==> config.mk <==
export PLATFORM = sky130hd
export DESIGN_NAME = sign_ext
export DESIGN_NICKNAME = d
export VERILOG_FILES = /design/src/rtl/sign_ext.sv
export SDC_FILE = /design/constraint.sdc
export NUM_CORES = 1
export LEC_CHECK = 0
export ABC_AREA = 1
export CORE_UTILIZATION = 34
export CTS_BUF_LIST = sky130_fd_sc_hd__clkbuf_8
export CTS_CLUSTER_SIZE = 10
export DETAILED_ROUTE_END_ITERATION = 6
export PLACE_DENSITY = 0.8
export SKIP_CTS_REPAIR_TIMING = 1
export SLEW_MARGIN = 20
export SYNTH_ARGS = -nofsm -noshare
export SYNTH_HDL_FRONTEND = slang
export SYNTH_SLANG_ARGS = --single-unit
==> constraint.sdc <==
create_clock -name clk -period 1.69 [get_ports clk]
set_input_delay 0.338 -clock clk [delete_from_list [all_inputs] [get_ports clk]]
set_output_delay 0.338 -clock clk [all_outputs]
set_load 0.02 [all_outputs]
==> src/rtl/sign_ext.sv <==
`default_nettype none
// ============================================================================
// Module : sign_ext
// Brief  : LEGv8 immediate generator; registered sign-extended immediate.
//          Optional formats (CBNZ, B.cond, B, BL, ADDI, SUBI) behind
//          macro SIGN_EXT_EXT_FORMATS_EN.
// Rev    : 1.0
// ============================================================================
module sign_ext (
  input  logic        clk,
  input  logic        reset,
  input  logic [31:0] a,
  output logic [63:0] y,
  output logic        fmt_hit
);

  localparam logic [10:0] C_OP_LDUR  = 11'b111_1100_0010;
  localparam logic [10:0] C_OP_STUR  = 11'b111_1100_0000;
  localparam logic [7:0]  C_OP_CBZ   = 8'b1011_0100;
`ifdef SIGN_EXT_EXT_FORMATS_EN
  localparam logic [7:0]  C_OP_CBNZ  = 8'hB5;
  localparam logic [7:0]  C_OP_BCOND = 8'h54;
  localparam logic [5:0]  C_OP_B     = 6'b000101;
  localparam logic [5:0]  C_OP_BL    = 6'b100101;
  localparam logic [9:0]  C_OP_ADDI  = 10'b1001000100;
  localparam logic [9:0]  C_OP_SUBI  = 10'b1101000100;
`endif

  logic [63:0] y_d;
  logic [63:0] y_q;
  logic        fmt_hit_d;
  logic        fmt_hit_q;

  // Register fields below the immediates never influence the result.
  logic unused_a;
  assign unused_a = ^a[4:0];

  always_comb begin
    y_d       = 64'h0;
    fmt_hit_d = 1'b0;
    if (a[31:21] == C_OP_LDUR || a[31:21] == C_OP_STUR) begin
      y_d       = {{55{a[20]}}, a[20:12]};
      fmt_hit_d = 1'b1;
    end else if (a[31:24] == C_OP_CBZ) begin
      y_d       = {{45{a[23]}}, a[23:5]};
      fmt_hit_d = 1'b1;
    end
`ifdef SIGN_EXT_EXT_FORMATS_EN
    else if (a[31:24] == C_OP_CBNZ || a[31:24] == C_OP_BCOND) begin
      y_d       = {{45{a[23]}}, a[23:5]};
      fmt_hit_d = 1'b1;
    end else if (a[31:26] == C_OP_B || a[31:26] == C_OP_BL) begin
      y_d       = {{38{a[25]}}, a[25:0]};
      fmt_hit_d = 1'b1;
    end else if (a[31:22] == C_OP_ADDI || a[31:22] == C_OP_SUBI) begin
      // Arithmetic immediates are unsigned.
      y_d       = {52'h0, a[21:10]};
      fmt_hit_d = 1'b1;
    end
`endif
  end

  always_ff @(posedge clk) begin
    if (!reset) begin
      y_q       <= 64'h0;
      fmt_hit_q <= 1'b0;
    end else begin
      y_q       <= y_d;
      fmt_hit_q <= fmt_hit_d;
    end
  end

  assign y       = y_q;
  assign fmt_hit = fmt_hit_q;

endmodule
`default_nettype wire

==> results by group <==
Outcome
  – Result of the run: finished, final reports clean

Clocking
  – Clock slew seen by the registers of the worst setup and hold paths: 0.08 ns
  – Root buffer cell: sky130_fd_sc_hd__clkbuf_8
  – Total number of clock tree sinks: 20
  – Inserted Clock Buffers: 3
  – CTS HTree Levels: 1
  – TritonCTS clock tree: built
  – Longest Clk Path Bufs: 2

Yosys
  – Synthesized flop and latch total: 20
  – Commonest cells in the netlist: sky130_fd_sc_hd__buf_4, sky130_fd_sc_hd__nand2_1, sky130_fd_sc_hd__dfxtp_1, sky130_fd_sc_hd__nand3_1, sky130_fd_sc_hd__nor2_1
  – Main area contributors after synthesis: sky130_fd_sc_hd__dfxtp_1, sky130_fd_sc_hd__buf_4, sky130_fd_sc_hd__nand3_1, sky130_fd_sc_hd__nand2_1, sky130_fd_sc_hd__nor2_1
  – Basic-gate share of the synthesized area counting and, or, nand and nor cells: 28.4%
  – Xor/xnor cell area share of the yosys netlist: 0%
  – Synth async-reset ratio: 0%
  – Yosys cell types: 16
  – Primary FF master, synth: sky130_fd_sc_hd__dfxtp_1
  – Main combinational cell family by area after synthesis: buffers and inverters
  – Number of enable flip-flop cells after synthesis: 0
  – Adder-Cell Fraction of Synth Area: 0%
  – Most numerous cell in the Yosys netlist: sky130_fd_sc_hd__buf_4
  – Warnings, synthesis: 0
  – Cell area after synthesis: 1250 um2
  – Post-synth top area cell: sky130_fd_sc_hd__dfxtp_1
  – Compound-cell area share of the yosys netlist: 3.99%
  – Synthesized netlist cell count: 164
  – Sequential area share after synthesis: 31.9%
  – Share of synthesized area spent on multiplexers: 0%
  – Net count after synthesis: 198
  – Top cell type's share of synthesized area: 31.9%
  – Mean cell area of the mapped netlist: 7.64 um2

Detailed routing
  – Final routed wire length divided by cell count: 10.3 um
  – Pre-Repair DR Iteration Count: 4
  – Drt initial violations: 13
  – Vias post-DR: 1109
  – Post-route ant nets: 0
  – Per-cell via count in the routed design: 4.22
  – Final routed DRC violation total: 0
  – Final routed wirelength across all metal layers: 2720 um

Worst setup path
  – Critical path peak fanout: 1
  – Total buffers and inverters traversed by the critical path: 1
  – Slowest library cell on the worst path: sky130_fd_sc_hd__clkdlybuf4s50_1
  – Sequence of cells on the critical path: clkdlybuf4s50_1
  – Logic depth of the worst setup path including buffers: 1
  – Data arrival time at the worst-slack endpoint: 1.20 ns
  – Critical Path Source Type: flop
  – Worst setup EP type: output port
  – Slowest cell delay on critical path: 0.62 ns
  – WP data required: 1.35 ns
  – Largest delay share family, worst path: buffers and inverters
  – Worst setup path category: reg2out

STA
  – Minimum clock period: 1.54 ns
  – Number of failing hold endpoints at the final stage: 0
  – Setup total negative slack: 0 ns
  – Slew at the pin closest to its max-slew limit: 0.272 ns
  – Number of slew-limit violations in the final report: 0
  – Setup repair after global routing missed its margin: false
  – Fraction of the cycle the final worst path needs: 90.9%
  – Worst Hold Margin: 0.666 ns
  – F_max: 651 MHz
  – Final worst slack: 0.153 ns
  – Slew HR: 81.7%
  – Final setup fails: 0

Floorplanning
  – # IOs: 99
  – Row count: 21
  – Initial core utilization: 36.4%
  – Placeable Area: 3440 um2
  – Die Footprint: 3930 um2
  – Die Span Y: 62.7 um
  – Die X: 62.7 um

Power
  – Total power density per cell area: 511 nW/um2
  – Overall Power: 1080 uW
  – Worst vdd ir: 0.000711 V
  – Reported leakage power: 0.00171 uW

GRT
  – Total congestion overflow: 0
  – Vias in the first global route: 982
  – Largest net degree at the start of global routing: 47
  – Total Routing Usage GR: 13.4%
  – Wire length of the first global-routing pass: 4260 um
  – Number of antenna violations at the first check in global routing: 0

Layout
  – Signed area change from the synthesized netlist to the final layout: 69.0%
  – Count of inserted antenna diode cells: 0
  – Post-route non-filler standard cell count: 263
  – Layout filler cell count: 276
  – Fraction of layout cells with a size suffix above 1: 10.1%
  – Final layout net count: 252

Job
  – Total of max-cap violations: 0

Place
  – Global placement routability congestion: 0.785
  – Worst Setup Slack post-DPL: 0.0106 ns
  – Total half-perimeter wirelength after legalization and detailed placement: 2000 um
  – Total of buffers placed on input and output ports: 93
  – Cell count after placement: 259

Worst hold path
  – Worst min-delay path category: in2reg
  – Worst hold path depth: 3
==> logic make-up after synthesis <==
logic type             count (synthesis)
AOI/OAI and AO/OA                     10
buffers and inverters                 64
DFF                                   20
and+or+nand+nor                       70
==> worst paths after layout <==
kind | startpoint | endpoint
worst max-delay path | y[1] | y[1]
worst min-delay path | a[22] | y[17]
==> area by class of cell <==
type / count / area (um2) / share of cell area [%]
Clock buffer: 3 / 41.3 / 1.95
Clock inverter: 1 / 30.0 / 1.42
Inverter: 14 / 52.6 / 2.48
Multi-Input combinational cell: 80 / 407 / 19.2
Sequential cell: 20 / 402 / 19.0
Tap cell: 46 / 57.6 / 2.72
Timing Repair Buffer: 99 / 1130 / 53.3
==> power by group <==
group | switching, uW | internal (uW)
Combinational | 50.5 | 77.4
Sequential | 0.196 | 471
Clock | 166 | 316
==> metal layers <==
layer  global-route usage, %  wire length (um)  vias up
li1                        -                 -      568
met1                    12.9              1120      459
met2                    26.1              1230       78
met3                    4.01               330        4
met4                    5.23                34        0
met5                       0                 0        -
==> registers in the layout, indices dropped and copies added (netlist names) <==
register  flops
fmt_hit       1
y            19
==> layout by cell type (no fill, tap or decap), drive strengths merged <==
master / instances
dlymetal6s2s: 46
bufinv: 1
dfxtp: 20
buf: 6
inv: 13
nand3b: 1
nor2: 21
nand3: 21
a21oi: 10
clkbuf: 3
clkdlybuf4s50: 47
nand2: 27
clkinv: 1
==> per-stage QoR <==
| stage | area, um2 | utilization [%] |
|---|---|---|
| finish | 2120 | 61.5 |
| global route | 2120 | 61.5 |
| CTS | 2000 | 58.2 |
| detailed placement | 1930 | 56.1 |
| global placement | 1930 | 56.1 |
| floorplan | 1250 | - |
Power figures use the tool's default switching activity.
